File: src/rtl/wbd_core_arb_if.sv
// Wishbone bundle around wbd_core_arb: the imem and dmem master ports plus the shared slave port.
// Modport slave is the arbiter's view; modport master is the core wrapper / interconnect side.
interface wbd_core_arb_if;
  logic        wbd_imem_stb_i;
  logic        wbd_imem_we_i;
  logic [31:0] wbd_imem_adr_i;
  logic [31:0] wbd_imem_dat_i;
  logic [3:0]  wbd_imem_sel_i;
  logic [31:0] wbd_imem_dat_o;
  logic        wbd_imem_ack_o;
  logic        wbd_imem_err_o;

  logic        wbd_dmem_stb_i;
  logic        wbd_dmem_we_i;
  logic [31:0] wbd_dmem_adr_i;
  logic [31:0] wbd_dmem_dat_i;
  logic [3:0]  wbd_dmem_sel_i;
  logic [31:0] wbd_dmem_dat_o;
  logic        wbd_dmem_ack_o;
  logic        wbd_dmem_err_o;

  logic        wbd_cyc_o;
  logic        wbd_stb_o;
  logic        wbd_we_o;
  logic [31:0] wbd_adr_o;
  logic [31:0] wbd_dat_o;
  logic [3:0]  wbd_sel_o;
  logic [31:0] wbd_dat_i;
  logic        wbd_ack_i;
  logic        wbd_err_i;

  modport slave (
    input  wbd_imem_stb_i, wbd_imem_we_i, wbd_imem_adr_i, wbd_imem_dat_i, wbd_imem_sel_i,
    output wbd_imem_dat_o, wbd_imem_ack_o, wbd_imem_err_o,
    input  wbd_dmem_stb_i, wbd_dmem_we_i, wbd_dmem_adr_i, wbd_dmem_dat_i, wbd_dmem_sel_i,
    output wbd_dmem_dat_o, wbd_dmem_ack_o, wbd_dmem_err_o,
    output wbd_cyc_o, wbd_stb_o, wbd_we_o, wbd_adr_o, wbd_dat_o, wbd_sel_o,
    input  wbd_dat_i, wbd_ack_i, wbd_err_i
  );

  modport master (
    output wbd_imem_stb_i, wbd_imem_we_i, wbd_imem_adr_i, wbd_imem_dat_i, wbd_imem_sel_i,
    input  wbd_imem_dat_o, wbd_imem_ack_o, wbd_imem_err_o,
    output wbd_dmem_stb_i, wbd_dmem_we_i, wbd_dmem_adr_i, wbd_dmem_dat_i, wbd_dmem_sel_i,
    input  wbd_dmem_dat_o, wbd_dmem_ack_o, wbd_dmem_err_o,
    input  wbd_cyc_o, wbd_stb_o, wbd_we_o, wbd_adr_o, wbd_dat_o, wbd_sel_o,
    output wbd_dat_i, wbd_ack_i, wbd_err_i
  );
endinterface

File: src/rtl/wbd_core_arb.sv
// Round-robin two-master (imem/dmem) to one-slave Wishbone arbiter with one-transaction grants
// and a bus-hang timeout that returns an error to the stalled master.
module wbd_core_arb #(
  parameter int TOUT_W  = 8,
  parameter bit TOUT_EN = 1'b1
) (
  input  logic          wb_clk,
  input  logic          wb_rst,
  wbd_core_arb_if.slave io_wbd,
  output logic [1:0]    arb_gnt_o,
  output logic          tout_o
);

  typedef enum logic {ST_IDLE, ST_BUSY} state_t;

  localparam logic [TOUT_W-1:0] TOUT_MAX = '1;

  state_t            r_state, w_state_nxt;
  logic [1:0]        r_gnt, w_gnt_nxt;
  logic              r_last, w_last_nxt;
  logic [TOUT_W-1:0] r_cnt, w_cnt_nxt;

  logic w_busy;
  logic w_sel_dmem;
  logic w_req_stb;
  logic w_resp;
  logic w_tout;
  logic w_imem_stb;
  logic w_dmem_stb;

  assign w_imem_stb = io_wbd.wbd_imem_stb_i;
  assign w_dmem_stb = io_wbd.wbd_dmem_stb_i;
  assign w_busy     = (r_state == ST_BUSY);
  assign w_sel_dmem = r_gnt[1];
  assign w_req_stb  = w_sel_dmem ? w_dmem_stb : w_imem_stb;
  assign w_resp     = io_wbd.wbd_ack_i | io_wbd.wbd_err_i;

  // A real ack/err in the terminal count cycle wins over the timeout.
  assign w_tout = TOUT_EN && w_busy && !w_resp && (r_cnt == TOUT_MAX);

  always_ff @(posedge wb_clk) begin
    if (wb_rst) begin
      r_state <= ST_IDLE;
      r_gnt   <= 2'b00;
      r_last  <= 1'b1;
      r_cnt   <= '0;
    end else begin
      r_state <= w_state_nxt;
      r_gnt   <= w_gnt_nxt;
      r_last  <= w_last_nxt;
      r_cnt   <= w_cnt_nxt;
    end
  end

  // r_last: 0 = imem won last, 1 = dmem won last; contention goes to the other one.
  always_comb begin
    w_state_nxt = r_state;
    w_gnt_nxt   = r_gnt;
    w_last_nxt  = r_last;
    w_cnt_nxt   = r_cnt;
    case (r_state)
      ST_IDLE: begin
        w_cnt_nxt = '0;
        if (w_imem_stb && w_dmem_stb) begin
          w_gnt_nxt = r_last ? 2'b01 : 2'b10;
        end else if (w_imem_stb) begin
          w_gnt_nxt = 2'b01;
        end else if (w_dmem_stb) begin
          w_gnt_nxt = 2'b10;
        end else begin
          w_gnt_nxt = 2'b00;
        end
        if (w_imem_stb || w_dmem_stb) begin
          w_state_nxt = ST_BUSY;
        end
      end
      ST_BUSY: begin
        w_cnt_nxt = r_cnt + 1'b1;
        if (w_resp || w_tout || !w_req_stb) begin
          w_state_nxt = ST_IDLE;
          w_gnt_nxt   = 2'b00;
          w_last_nxt  = w_sel_dmem;
          w_cnt_nxt   = '0;
        end
      end
      default: begin
        w_state_nxt = ST_IDLE;
        w_gnt_nxt   = 2'b00;
        w_cnt_nxt   = '0;
      end
    endcase
  end

  assign io_wbd.wbd_cyc_o = w_busy;
  assign io_wbd.wbd_stb_o = w_busy;
  assign io_wbd.wbd_we_o  = w_busy & (w_sel_dmem ? io_wbd.wbd_dmem_we_i : io_wbd.wbd_imem_we_i);
  assign io_wbd.wbd_adr_o = !w_busy ? 32'h0 :
                            (w_sel_dmem ? io_wbd.wbd_dmem_adr_i : io_wbd.wbd_imem_adr_i);
  assign io_wbd.wbd_dat_o = !w_busy ? 32'h0 :
                            (w_sel_dmem ? io_wbd.wbd_dmem_dat_i : io_wbd.wbd_imem_dat_i);
  assign io_wbd.wbd_sel_o = !w_busy ? 4'h0 :
                            (w_sel_dmem ? io_wbd.wbd_dmem_sel_i : io_wbd.wbd_imem_sel_i);

  // Read data fans out to both masters; only the strobes are qualified by the grant.
  assign io_wbd.wbd_imem_dat_o = io_wbd.wbd_dat_i;
  assign io_wbd.wbd_dmem_dat_o = io_wbd.wbd_dat_i;
  assign io_wbd.wbd_imem_ack_o = w_busy & r_gnt[0] & io_wbd.wbd_ack_i;
  assign io_wbd.wbd_imem_err_o = w_busy & r_gnt[0] & (io_wbd.wbd_err_i | w_tout);
  assign io_wbd.wbd_dmem_ack_o = w_busy & r_gnt[1] & io_wbd.wbd_ack_i;
  assign io_wbd.wbd_dmem_err_o = w_busy & r_gnt[1] & (io_wbd.wbd_err_i | w_tout);

  assign arb_gnt_o = r_gnt;
  assign tout_o    = w_tout;

endmodule

File: src/flat_wrapper.sv
// flat-port wrapper written by rule: the top's interface ports become plain ports
module wbd_core_arb_flat 
#(
  parameter int TOUT_W  = 8,
  parameter bit TOUT_EN = 1'b1
)
  (wb_clk, wb_rst, arb_gnt_o, tout_o, io_wbd_wbd_imem_stb_i, io_wbd_wbd_imem_we_i, io_wbd_wbd_imem_adr_i, io_wbd_wbd_imem_dat_i, io_wbd_wbd_imem_sel_i, io_wbd_wbd_imem_dat_o, io_wbd_wbd_imem_ack_o, io_wbd_wbd_imem_err_o, io_wbd_wbd_dmem_stb_i, io_wbd_wbd_dmem_we_i, io_wbd_wbd_dmem_adr_i, io_wbd_wbd_dmem_dat_i, io_wbd_wbd_dmem_sel_i, io_wbd_wbd_dmem_dat_o, io_wbd_wbd_dmem_ack_o, io_wbd_wbd_dmem_err_o, io_wbd_wbd_cyc_o, io_wbd_wbd_stb_o, io_wbd_wbd_we_o, io_wbd_wbd_adr_o, io_wbd_wbd_dat_o, io_wbd_wbd_sel_o, io_wbd_wbd_dat_i, io_wbd_wbd_ack_i, io_wbd_wbd_err_i);
  wbd_core_arb_if io_wbd_i ();
  input  logic wb_clk;
  input  logic wb_rst;
  output logic [1:0] arb_gnt_o;
  output logic tout_o;
  input wire logic [$bits(io_wbd_i.wbd_imem_stb_i)-1:0] io_wbd_wbd_imem_stb_i;
  input wire logic [$bits(io_wbd_i.wbd_imem_we_i)-1:0] io_wbd_wbd_imem_we_i;
  input wire logic [$bits(io_wbd_i.wbd_imem_adr_i)-1:0] io_wbd_wbd_imem_adr_i;
  input wire logic [$bits(io_wbd_i.wbd_imem_dat_i)-1:0] io_wbd_wbd_imem_dat_i;
  input wire logic [$bits(io_wbd_i.wbd_imem_sel_i)-1:0] io_wbd_wbd_imem_sel_i;
  output wire logic [$bits(io_wbd_i.wbd_imem_dat_o)-1:0] io_wbd_wbd_imem_dat_o;
  output wire logic [$bits(io_wbd_i.wbd_imem_ack_o)-1:0] io_wbd_wbd_imem_ack_o;
  output wire logic [$bits(io_wbd_i.wbd_imem_err_o)-1:0] io_wbd_wbd_imem_err_o;
  input wire logic [$bits(io_wbd_i.wbd_dmem_stb_i)-1:0] io_wbd_wbd_dmem_stb_i;
  input wire logic [$bits(io_wbd_i.wbd_dmem_we_i)-1:0] io_wbd_wbd_dmem_we_i;
  input wire logic [$bits(io_wbd_i.wbd_dmem_adr_i)-1:0] io_wbd_wbd_dmem_adr_i;
  input wire logic [$bits(io_wbd_i.wbd_dmem_dat_i)-1:0] io_wbd_wbd_dmem_dat_i;
  input wire logic [$bits(io_wbd_i.wbd_dmem_sel_i)-1:0] io_wbd_wbd_dmem_sel_i;
  output wire logic [$bits(io_wbd_i.wbd_dmem_dat_o)-1:0] io_wbd_wbd_dmem_dat_o;
  output wire logic [$bits(io_wbd_i.wbd_dmem_ack_o)-1:0] io_wbd_wbd_dmem_ack_o;
  output wire logic [$bits(io_wbd_i.wbd_dmem_err_o)-1:0] io_wbd_wbd_dmem_err_o;
  output wire logic [$bits(io_wbd_i.wbd_cyc_o)-1:0] io_wbd_wbd_cyc_o;
  output wire logic [$bits(io_wbd_i.wbd_stb_o)-1:0] io_wbd_wbd_stb_o;
  output wire logic [$bits(io_wbd_i.wbd_we_o)-1:0] io_wbd_wbd_we_o;
  output wire logic [$bits(io_wbd_i.wbd_adr_o)-1:0] io_wbd_wbd_adr_o;
  output wire logic [$bits(io_wbd_i.wbd_dat_o)-1:0] io_wbd_wbd_dat_o;
  output wire logic [$bits(io_wbd_i.wbd_sel_o)-1:0] io_wbd_wbd_sel_o;
  input wire logic [$bits(io_wbd_i.wbd_dat_i)-1:0] io_wbd_wbd_dat_i;
  input wire logic [$bits(io_wbd_i.wbd_ack_i)-1:0] io_wbd_wbd_ack_i;
  input wire logic [$bits(io_wbd_i.wbd_err_i)-1:0] io_wbd_wbd_err_i;
  assign io_wbd_i.wbd_imem_stb_i = io_wbd_wbd_imem_stb_i;
  assign io_wbd_i.wbd_imem_we_i = io_wbd_wbd_imem_we_i;
  assign io_wbd_i.wbd_imem_adr_i = io_wbd_wbd_imem_adr_i;
  assign io_wbd_i.wbd_imem_dat_i = io_wbd_wbd_imem_dat_i;
  assign io_wbd_i.wbd_imem_sel_i = io_wbd_wbd_imem_sel_i;
  assign io_wbd_wbd_imem_dat_o = io_wbd_i.wbd_imem_dat_o;
  assign io_wbd_wbd_imem_ack_o = io_wbd_i.wbd_imem_ack_o;
  assign io_wbd_wbd_imem_err_o = io_wbd_i.wbd_imem_err_o;
  assign io_wbd_i.wbd_dmem_stb_i = io_wbd_wbd_dmem_stb_i;
  assign io_wbd_i.wbd_dmem_we_i = io_wbd_wbd_dmem_we_i;
  assign io_wbd_i.wbd_dmem_adr_i = io_wbd_wbd_dmem_adr_i;
  assign io_wbd_i.wbd_dmem_dat_i = io_wbd_wbd_dmem_dat_i;
  assign io_wbd_i.wbd_dmem_sel_i = io_wbd_wbd_dmem_sel_i;
  assign io_wbd_wbd_dmem_dat_o = io_wbd_i.wbd_dmem_dat_o;
  assign io_wbd_wbd_dmem_ack_o = io_wbd_i.wbd_dmem_ack_o;
  assign io_wbd_wbd_dmem_err_o = io_wbd_i.wbd_dmem_err_o;
  assign io_wbd_wbd_cyc_o = io_wbd_i.wbd_cyc_o;
  assign io_wbd_wbd_stb_o = io_wbd_i.wbd_stb_o;
  assign io_wbd_wbd_we_o = io_wbd_i.wbd_we_o;
  assign io_wbd_wbd_adr_o = io_wbd_i.wbd_adr_o;
  assign io_wbd_wbd_dat_o = io_wbd_i.wbd_dat_o;
  assign io_wbd_wbd_sel_o = io_wbd_i.wbd_sel_o;
  assign io_wbd_i.wbd_dat_i = io_wbd_wbd_dat_i;
  assign io_wbd_i.wbd_ack_i = io_wbd_wbd_ack_i;
  assign io_wbd_i.wbd_err_i = io_wbd_wbd_err_i;
  wbd_core_arb #(.TOUT_W(TOUT_W), .TOUT_EN(TOUT_EN)) u_core (.wb_clk(wb_clk), .wb_rst(wb_rst), .io_wbd(io_wbd_i), .arb_gnt_o(arb_gnt_o), .tout_o(tout_o));
endmodule
File: config.mk
export PLATFORM = sky130hd
export DESIGN_NAME = wbd_core_arb_flat
export DESIGN_NICKNAME = d
export VERILOG_FILES = /design/src/rtl/wbd_core_arb_if.sv /design/src/rtl/wbd_core_arb.sv /design/src/flat_wrapper.sv
export SDC_FILE = /design/constraint.sdc
export NUM_CORES = 1
export LEC_CHECK = 0
export CORE_AREA = 4 4 123 125
export DETAILED_ROUTE_END_ITERATION = 16
export DIE_AREA = 0 0 127 129
export DONT_BUFFER_PORTS = 1
export PLACE_DENSITY = 0.37
export SETUP_SLACK_MARGIN = 0.15
export SYNTH_ARGS = -nofsm -noshare
export SYNTH_HDL_FRONTEND = slang
export SYNTH_SLANG_ARGS = --single-unit
File: constraint.sdc
create_clock -name wb_clk -period 2.1 [get_ports wb_clk]
set_clock_uncertainty 0.2 [all_clocks]
set_input_delay 0.315 -clock wb_clk [delete_from_list [all_inputs] [get_ports wb_clk]]
set_output_delay 0.315 -clock wb_clk [all_outputs]
set_load 0.01 [all_outputs]
== After elaboration in Yosys (flattened, before gate mapping) ==
Index checks and enable logic that the tools add are counted.
Operators by class
  add/sub/neg operators: 1
  equality and inequality tests: 2
  muxes and demuxes: 19
  bitwise operators: 10
  reductions and logical operators: 9
Operators with widths (number)
  32-bit two-way mux: 4
  8-bit one-hot mux with 2 select lines: 1
  2-bit two-way mux: 5
  8-bit by 1-bit adder with 8-bit output (second input constant): 1
  8-bit == test (second input constant): 1
  4-bit two-way mux: 2
  8-bit two-way mux: 1
  1-bit AND: 7
  1-bit two-way mux: 4
  2-bit one-hot mux with 2 select lines: 1
  1-bit logical AND: 3
  1-bit logical OR: 3
  1-bit logical NOT: 2
  2-bit inequality test (second input constant): 1
  1-bit OR: 2
  1-bit one-hot mux with 2 select lines: 1
  2-bit AND reduction: 1
  1-bit NOT: 1
Storage, ports and cells
  register bits after elaboration: 12
  input bits: 176
  output and inout port bits: 142
  word-level logic and storage cells: 45

== Depth between registers and ports, before layout ==
Gate-level depths: netlist of the first run.
  depth in word-level cells: 8
  depth in mapped cells: 5
  gate-level depth less buffers: 5

== Worst setup path after synthesis of the first run ==
Ideal clock, no wire load.
  path kind: register to output
  from: register u_core.r_state, in the netlist u_core.io_wbd.wbd_cyc_o
  to: output tout_o
  arrival: 1.206 ns
  data required time: 1.585 ns
  slack: 0.379 ns
  cell stages (with the launch flop): 4
  path buffers: 1
  path through: dfxtp_1 -> clkbuf_1 -> nand4_1 -> nor3_1
On the way
  cells in the longest elaborated chain, start to end: 2
RTL lines
  start: declaration: line wbd_core_arb.sv:18  | state_t r_state, w_state_nxt;
  start signal: assignment: line wbd_core_arb.sv:48  | r_state <= w_state_nxt;
  1-bit logical AND (2 in series): line wbd_core_arb.sv:39  | assign w_tout = TOUT_EN && w_busy && !w_resp && (r_cnt == TOUT_MAX);
  end: declaration: line flat_wrapper.sv:12  | output logic tout_o;
Every way passes these cells.

== Worst setup path after layout of the first run ==
  from: register u_core.r_cnt[0]
  to: output io_wbd_wbd_dmem_err_o
On the way
  cells in the longest elaborated chain, start to end: 4
RTL lines
  start: declaration: line wbd_core_arb.sv:21  | logic [TOUT_W-1:0] r_cnt, w_cnt_nxt;
  start signal: assignment: line wbd_core_arb.sv:51  | r_cnt <= w_cnt_nxt;
  8-bit == test: line wbd_core_arb.sv:39
  1-bit logical AND: line wbd_core_arb.sv:39
  1-bit OR: line wbd_core_arb.sv:110  | assign io_wbd.wbd_dmem_err_o = w_busy & r_gnt[1] & (io_wbd.wbd_err_i | w_tout);
  1-bit AND: line wbd_core_arb.sv:110
  end: declaration: line flat_wrapper.sv:28  | output wire logic [$bits(io_wbd_i.wbd_dmem_err_o)-1:0] io_wbd_wbd_dmem_err_o;
Every way passes these cells.

==> impl_metrics.csv, run 1 <==
group,metric,value,unit
status,outcome,"complete, no violations",
clock_tree,clkLatencyLatePin,240,ps
worst_setup_path,cp_max_fo,5,
clock_tree,cts_buffers,3,
timing,fmax,526.6,MHz
run,maxCapViolCount,0,
timing,period_needed,1899,ps
logic_synthesis,synth_cells,287,
grt,grt-ovfl-total,0,
drt,postRouteAntennaNets,0,
die,core_area,0.01388,mm²
die,dieArea,0.01638,mm²
timing,hold_viol,0,
grt,grt_first_pass_wirelength,8128,µm
drt,drtIter0Drc,62,
drt,first_pass_iters,4,
pwr,ir_drop,0.0002704,V
finish,fin_area,0.002190,mm²
clock_tree,cts_tree,"done",
logic_synthesis,synth_seq_cells,12,
timing,tightestPinTransition,301.2,ps
clock_tree,clock_path_buffers,2,
finish,multi_input_area,0.001465,mm²
clock_tree,clkSlewWorstSetupHoldPaths,40,ps
grt,grt_usage,6.262,%
logic_synthesis,syn_avg_cell_area,7.795,µm²
grt,grt_pass1_vias,1538,
logic_synthesis,synth_seq_area_share,10.74,%
clock_tree,cts_root_buf,"clkbuf_16",
placed_design,routabilityCongestion,0.6632,
drt,wl,6611,µm
worst_setup_path,worstSetupEndpointType,"output port",
timing,post-route-period-util,90.42,%
finish,regArea,254.0,µm²
logic_synthesis,synth.distinct_cells,25,
drt,vias,1655,
die,die_h,129,µm
die,io_pins,318,
drt,drc_errors,0,
timing,slew_viol_final,0,
finish,layout_common_cells,"mux2i_1 (70), nor2b_1 (69), nor2_1 (14)",
die,initial_core_util,16.12,%
drt,wl_per_cell,16.40,µm
worst_setup_path,reg2reg_slack,470,ps
pwr,powerDensity,440.7,mW/mm²
timing,setup_viol,0,
placed_design,placed_area,0.001974,mm²
worst_setup_path,crit_arrival,1380,ps
pwr,leakage,0.6504,nW
placed_design,io_buffers,0,
finish,antenna_cells,0,
logic_synthesis,synth_nets,464,
clock_tree,cts.sinks,12,
worst_setup_path,cp-start-kind,"register",
logic_synthesis,yosys_warnings,0,
finish,areaGrowthSynthToFinish,-2.125,%
timing,rsz0062_at_grt,"yes",
finish,layout-drive-gt1-share,13.90,%
worst_setup_path,critical_path_class,"register to output port",
drt,vias_per_cell,4.107,
hold_path,hold_path_class,"primary input to register",
die,rows,43,
die,die_w,127,µm
logic_synthesis,syn_area,0.002237,mm²
timing,maxSlewHeadroom,79.75,%
clock_tree,htreeDepth,1,
finish,final_common_cell,"mux2i_1",
placed_design,hpwl,5521,µm
grt,grt_start_max_net_pins,46,
timing,setup_tns,0,ps
finish,fillers,1570,
finish,final_nets,401,
worst_setup_path,crit_required,1580,ps
grt,antenna_found_initial,0,
==> worst paths after layout <==
kind | start | endpoint | depth (start not counted)
worst max-delay path | u_core.r_cnt[0] | io_wbd_wbd_dmem_err_o | 5
worst min-delay path | io_wbd_wbd_dmem_stb_i | u_core.arb_gnt_o[1] | 2
worst max register to register | u_core.arb_gnt_o[1] | u_core.r_cnt[3] | 5
worst min register to register | u_core.r_cnt[0] | u_core.r_cnt[0] | 1
==> where the power goes <==
| part | total (W) | internal [W] | leakage (nW) | switching, W |
|---|---|---|---|---|
| Clock | 0.000385 | 0.000287 | 0.0442 | 0.0000978 |
| Sequential | 0.000251 | 0.000234 | 0.101 | 0.0000178 |
| Combinational | 0.000329 | 0.000146 | 0.506 | 0.000183 |
| Total | 0.000965 | 0.000667 | 0.650 | 0.000298 |
==> worst max-delay path: stages, from the launching register on <==
cell and delay [ps]:
dfxtp_4 350, ha_4 160, and2_4 170, and4_4 200, a21oi_2 190, nor2_2 80
==> routing by layer <==
layer  track usage [%]  part of all wire (%)  vias to the layer above
met5                 0                     0                        -
met4             1.199                  0.74                        0
met3             2.781                    13                       10
met2             11.77                    53                      160
met1             6.474                    33                      729
li1                  -                     -                      756
==> stage by stage <==
step | setup WS, ps | utilization, % | total power (W) | hold slack (ps) | std cells
2_1_floorplan | 379.2 | - | 0.0006508 | 214.4 | 287
3_3_place_gp | 259.1 | 14.22 | 0.0005664 | 226.4 | 393
3_5_place_dp | 209.2 | 14.22 | 0.0005708 | 225.3 | 393
4_1_cts | 91.22 | 15.28 | 0.0009694 | 8.029 | 399
5_1_grt | 89.76 | 15.77 | 0.001022 | 41.47 | 403
6_report | 201.1 | 15.77 | 0.0009650 | 10.25 | 403
==> cells in the mapped netlist <==
cell / number / share of area (%)
o31ai_1: 1 / 0.34
xor2_1: 4 / 1.6
and4_1: 2 / 0.78
nor3_1: 2 / 0.45
nor4_2: 1 / 0.56
a21oi_1: 2 / 0.45
nand4_1: 3 / 0.84
buf_4: 65 / 22
nor2b_1: 69 / 19
and3_1: 1 / 0.28
mux2i_1: 70 / 31
nand2_1: 7 / 1.2
a211oi_1: 1 / 0.34
buf_2: 8 / 1.8
and2_1: 1 / 0.28
nand2b_1: 1 / 0.28
o21ai_0: 2 / 0.45
nand3_1: 5 / 1.1
clkbuf_1: 8 / 1.3
xnor2_1: 2 / 0.78
nand3_2: 1 / 0.45
inv_1: 2 / 0.34
nor2_1: 16 / 2.7
ha_1: 1 / 0.56
dfxtp_1: 12 / 11
==> sequential cells by signal, summed over array words and instances, names as in the netlist <==
register / cells
u_core.arb_gnt_o: 2
u_core.io_wbd.wbd_cyc_o: 1
u_core.r_last: 1
u_core.r_cnt: 8
==> cell type report <==
type                       instances  share of cell area, %
timing repair buffer              13                  6.800
sequential                        12                  11.60
tap                              180                  10.29
multi-input combinational        192                  66.91
clock buffer                       4                  4.057
inverter                           2                 0.3429
==> what timing repair did <==
item | 4_1_cts | 5_1_grt
setup endpoints to repair | 17 | 38
cloned | 0 | 1
endpoints found under the hold margin | 1 | 0
gates resized for setup | 13 | 6
pin swaps | 1 | 3
setup buffers | 1 | 3
hold buffers | 1 | 0
==> cells by family after synthesis <==
kind of cell    share of synthesized area (%)
mux                                     31.32
flops                                   10.74
xor+xnor                                2.349
fa+ha+maj                              0.5592
buf+inv                                 25.28
compound gates                          1.566
simple gates                            28.19
(Power assumes the default switching activity.)
==> inputs of run 2 (changes only) <==
==> constraint.sdc (replaced) <==
create_clock -name wb_clk -period 2.1 [get_ports wb_clk]
set_clock_uncertainty 0.2 [all_clocks]
set_input_delay 0.315 -clock wb_clk [delete_from_list [all_inputs] [get_ports wb_clk]]
set_output_delay 0.315 -clock wb_clk [all_outputs]
set_load 0.005 [all_outputs]
==> run 2 against run 1 <==
Against the previous run: sequential share of layout area rose by 0.31 points; highest routed layer unchanged; global-route usage fell by 0.059 points; critical path type unchanged; sequential power fell by 2%.
==> impl_metrics.csv, run 2 (same netlist as run 1, synthesis figures left out) <==
group,metric,value,unit
status,outcome,"complete, no violations",
die,dieArea,0.01638,mm²
grt,grt.met1_usage,6.178,%
timing,holdWs,22.57,ps
hold_path,hold_path_class,"primary input to register",
drt,vias,1617,
placed_design,routabilityCongestion,0.6814,
grt,met3_usage,2.740,%
grt,gr-max-usage-layer,"met2",
finish,final_util,15.21,%
finish,antenna_cells,0,
finish,largest_reg_flops,8,
drt,first_pass_iters,4,
worst_setup_path,worstSetupEndpointType,"output port",
timing,setup_viol,0,
die,die_w,127,µm
timing,fin_ws,225.7,ps
timing,fmax,533.5,MHz
placed_design,place_ws,269.1,ps
die,io_pins,318,
placed_design,hpwl,5414,µm
drt,wl_per_cell,16.16,µm
grt,grt_usage,6.202,%
run,maxCapViolCount,0,
die,die_h,129,µm
finish,final_nets,394,
clock_tree,cts.sinks,12,
clock_tree,clkSlewWorstSetupHoldPaths,40,ps
finish,fin_cells,396,
worst_setup_path,r2r-end,"u_core.r_cnt[5]",
clock_tree,cts_root_buf,"clkbuf_16",
drt,drc_errors,0,
worst_setup_path,crit_arrival,1360,ps
grt,met2_usage,11.96,%
drt,wl,6401,µm
die,core_area,0.01388,mm²
pwr,leakage,0.6094,nW
worst_setup_path,reg2reg_slack,430,ps
finish,layout_common_cells,"mux2i_1 (70), nor2b_1 (69), nor2_1 (16)",
grt,antenna_found_initial,0,
timing,slew_viol_final,0,
grt,grt_start_max_net_pins,65,
clock_tree,htreeDepth,1,
finish,final_common_cell,"mux2i_1",
die,rows,43,
drt,vias_per_cell,4.083,
worst_setup_path,critical_path_class,"register to output port",
die,initial_core_util,16.12,%
worst_setup_path,critical_path.startpoint,"u_core.r_cnt[0]",
grt,grt_first_pass_wirelength,8183,µm
clock_tree,cts_tree,"done",
grt,grt_pass1_vias,1527,
finish,areaGrowthSynthToFinish,-5.649,%
worst_setup_path,cp_max_fo,5,
worst_setup_path,cp-start-kind,"register",
placed_design,io_buffers,0,
timing,period_needed,1874,ps
timing,post-route-period-util,89.25,%
worst_setup_path,endpoint,"io_wbd_wbd_imem_err_o",
finish,regMostFlops,"u_core.r_cnt",
placed_design,dp.cells,389,
clock_tree,cts_buffers,3,
worst_setup_path,reg2reg_depth,5,
worst_setup_path,r2r_start,"u_core.arb_gnt_o[1]",
finish,layout-drive-gt1-share,10.19,%
timing,rsz0062_at_grt,"no",
timing,hold_viol,0,
pwr,ir_drop,0.0003259,V
timing,tightestPinTransition,355.5,ps
timing,setup_tns,0,ps
drt,postRouteAntennaNets,0,
drt,drtIter0Drc,57,
worst_setup_path,crit_required,1580,ps
clock_tree,clkLatencyLatePin,240,ps
timing,maxSlewHeadroom,76.30,%
grt,grt-ovfl-total,0,
pwr,powerDensity,432.4,mW/mm²
clock_tree,clock_path_buffers,2,
finish,fillers,1599,
[run 2: cell types whose count changed in the layout (fill, tap and decap cells not counted), moves of 2 or more]
cell / delta
buf_12: +2
buf_4: -4
nor2_1: +2
buf_6: -3
nor2_2: -2
[run 2: what timing repair did]
| item | in CTS | in global routing |
|---|---|---|
| setup buffers | 0 | 2 |
| pin swaps | 2 | 2 |
| hold buffers | 1 | 0 |
| cloned | 0 | 0 |
| endpoints found under the setup margin | 3 | 5 |
| gates resized for setup | 5 | 7 |
| endpoints found under the hold margin | 1 | 0 |
[run 2: where the power goes]
| group | switching [W] | internal, W | leakage [nW] | total (W) |
|---|---|---|---|---|
| clock | 0.0000994 | 0.000287 | 0.0442 | 0.000387 |
| sequential | 0.0000122 | 0.000235 | 0.100 | 0.000247 |
| combinational | 0.000144 | 0.000135 | 0.465 | 0.000279 |
[run 2: cell type report]
cell class	instances	area (µm²)	share of cell area, %
clock buffer	4	88.84	4.209
timing repair buffer	6	72.57	3.438
tap	180	225.2	10.67
multi-input combinational	192	1465	69.41
sequential	12	251.5	11.91
inverter	2	7.507	0.3557
[run 2: how the worst min path moves through the flow]
| stage | cells after the start | startpoint | to |
|---|---|---|---|
| 2_1_floorplan | 2 | wb_rst | u_core.r_last |
| 3_3_place_gp | 2 | wb_rst | u_core.r_last |
| 3_5_place_dp | 2 | wb_rst | u_core.r_last |
| 4_1_cts | 2 | io_wbd_wbd_dmem_stb_i | u_core.arb_gnt_o[1] |
| 5_1_grt | 2 | io_wbd_wbd_imem_stb_i | u_core.arb_gnt_o[0] |
| 6_report | 2 | io_wbd_wbd_imem_stb_i | u_core.arb_gnt_o[0] |
[run 2: per-layer routing]
metal / up-vias / wire length [µm]
li1: 747 / -
met1: 704 / 2035
met5: - / 0
met4: 0 / 61
met2: 156 / 3414
met3: 10 / 890
[run 2: stage by stage]
stage,area [µm²],power (W)
after floorplan,2237,0.0005852
after global placement,1957,0.0005297
after detailed placement,1957,0.0005348
after CTS,2071,0.0009347
after global routing,2111,0.0009674
final,2111,0.0009128
[run 2: critical path, cell delays in order, from the launching register on]
cell and delay, ps:
dfxtp_2 360, ha_4 140, and2_4 160, and4_4 250, a21oi_2 60, nor2_1 150
==> inputs of run 3 (changes only) <==
==> constraint.sdc (replaced) <==
create_clock -name wb_clk -period 2.1 [get_ports wb_clk]
set_clock_uncertainty 0.2 [all_clocks]
set_input_delay 0.21 -clock wb_clk [delete_from_list [all_inputs] [get_ports wb_clk]]
set_output_delay 0.21 -clock wb_clk [all_outputs]
set_load 0.005 [all_outputs]
==> run 3 against run 2 <==
Against the previous run: flip-flop and latch count stayed put; worst setup slack better by 14 ps; sequential share of layout area is 0.41 points lower; critical path depth is 1 lower; register-to-register slack hardly changed; global-route usage is 0.22 points higher; combinational power is 4% higher; die area stayed put; utilization is 0.23 points higher; critical endpoint is now tout_o.
==> impl_metrics.csv, run 3 (same netlist as run 1, synthesis figures left out) <==
group,metric,value,unit
worst_setup_path,cp_max_fo,5,
grt,gr-max-usage-layer,"met2",
drt,drtIter0Drc,45,
finish,layout_common_cells,"mux2i_1 (70), nor2b_1 (69), nor2_1 (16)",
timing,setup_viol,0,
finish,fin_area,0.002142,mm²
worst_setup_path,cp-start-kind,"register",
timing,fmax,537.5,MHz
worst_setup_path,crit_arrival,1450,ps
timing,hold_viol,0,
die,core_area,0.01388,mm²
die,rows,43,
pwr,ir_drop,0.0003175,V
timing,slew_viol_final,0,
drt,wl,6574,µm
grt,grt_first_pass_wirelength,8418,µm
die,io_pins,318,
finish,final_common_cell,"mux2i_1",
grt,grt_pass1_vias,1511,
finish,largest_reg_flops,8,
finish,regMostFlops,"u_core.r_cnt",
timing,setup_tns,0,ps
grt,met3_usage,2.906,%
die,initial_core_util,16.12,%
grt,grt_start_max_net_pins,35,
grt,met2_usage,12.42,%
grt,grt.met1_usage,6.426,%
clock_tree,cts_root_buf,"clkbuf_16",
pwr,powerDensity,436.0,mW/mm²
timing,period_needed,1861,ps
finish,regArea,246.5,µm²
clock_tree,postCtsSetupRepairBufs,0,
timing,post-route-period-util,88.60,%
worst_setup_path,reg2reg_slack,440,ps
finish,final_util,15.43,%
finish,layout-drive-gt1-share,7.692,%
finish,final_nets,399,
finish,multi_input_area,0.001448,mm²
grt,antenna_found_initial,0,
placed_design,hpwl,5535,µm
clock_tree,clock_path_buffers,2,
worst_setup_path,critical_path_class,"register to output port",
finish,areaGrowthSynthToFinish,-4.251,%
timing,maxSlewHeadroom,77.21,%
pwr,leakage,0.6319,nW
worst_setup_path,crit_required,1690,ps
die,die_w,127,µm
timing,rsz0062_at_grt,"yes",
worst_setup_path,worstSetupEndpointType,"output port",
finish,fillers,1586,
clock_tree,cts_tree,"done",
placed_design,routabilityCongestion,0.6848,
drt,postRouteAntennaNets,0,
hold_path,hold_path_class,"primary input to register",
clock_tree,cts_buffers,3,
run,maxCapViolCount,0,
clock_tree,htreeDepth,1,
drt,vias_per_cell,4.127,
status,outcome,"complete, no violations",
die,dieArea,0.01638,mm²
finish,antenna_cells,0,
grt,grt_usage,6.427,%
clock_tree,cts.sinks,12,
drt,first_pass_iters,4,
grt,grt-ovfl-total,0,
drt,drc_errors,0,
die,die_h,129,µm
placed_design,placed_area,0.001972,mm²
clock_tree,clkLatencyLatePin,240,ps
timing,tightestPinTransition,341.9,ps
drt,wl_per_cell,16.39,µm
clock_tree,clkSlewWorstSetupHoldPaths,50,ps
drt,vias,1655,
placed_design,io_buffers,0,
[run 3: where the power goes]
part	total (W)	switching, W	internal (W)
Clock	0.000394	0.000106	0.000288
Sequential	0.000249	0.0000137	0.000235
Combinational	0.000291	0.000148	0.000143
Total	0.000934	0.000268	0.000666
[run 3: timing repair]
action,4_1_cts,5_1_grt
gates resized for setup,2,5
setup endpoints to repair,3,4
hold buffers,6,0
pin swaps,0,2
endpoints found under the hold margin,4,0
[run 3: area by class of cell]
type,count,share of cell area (%)
clock buffer,4,4.147
sequential,12,11.51
timing repair buffer,11,5.900
tap,180,10.51
inverter,2,0.3505
multi-input combinational,192,67.58
[run 3: per-stage QoR]
stage                     hold slack (ps)  instances  setup WS [ps]  total power [W]
final                               14.56        401          239.5        0.0009338
after global routing                45.11        401          97.22        0.0009848
after CTS                           1.189        401          155.6        0.0009474
after detailed placement            121.6        391          367.2        0.0005356
after global placement              114.0        391          387.0        0.0005319
after floorplan                     109.4        287          529.4        0.0005852
[run 3: worst paths after layout]
kind | start | to | cells past startpoint
min | io_wbd_wbd_dmem_stb_i | u_core.r_last | 3
max | u_core.r_cnt[1] | tout_o | 4
max reg2reg | u_core.io_wbd.wbd_cyc_o | u_core.arb_gnt_o[1] | 4
min reg2reg | u_core.r_cnt[0] | u_core.r_cnt[0] | 1
[run 3: metal layers]
| metal | vias up | routed length [µm] |
|---|---|---|
| met2 | 163 | 3510 |
| met4 | 0 | 42 |
| met1 | 733 | 2078 |
| met5 | - | 0 |
| met3 | 8 | 943 |
| li1 | 751 | - |
[run 3: worst max-delay path, cell delays in order, from the launching register on]
cell and delay, ps:
dfxtp_1 340, ha_1 190, and2_4 170, nand4_1 210, nor3_4 290
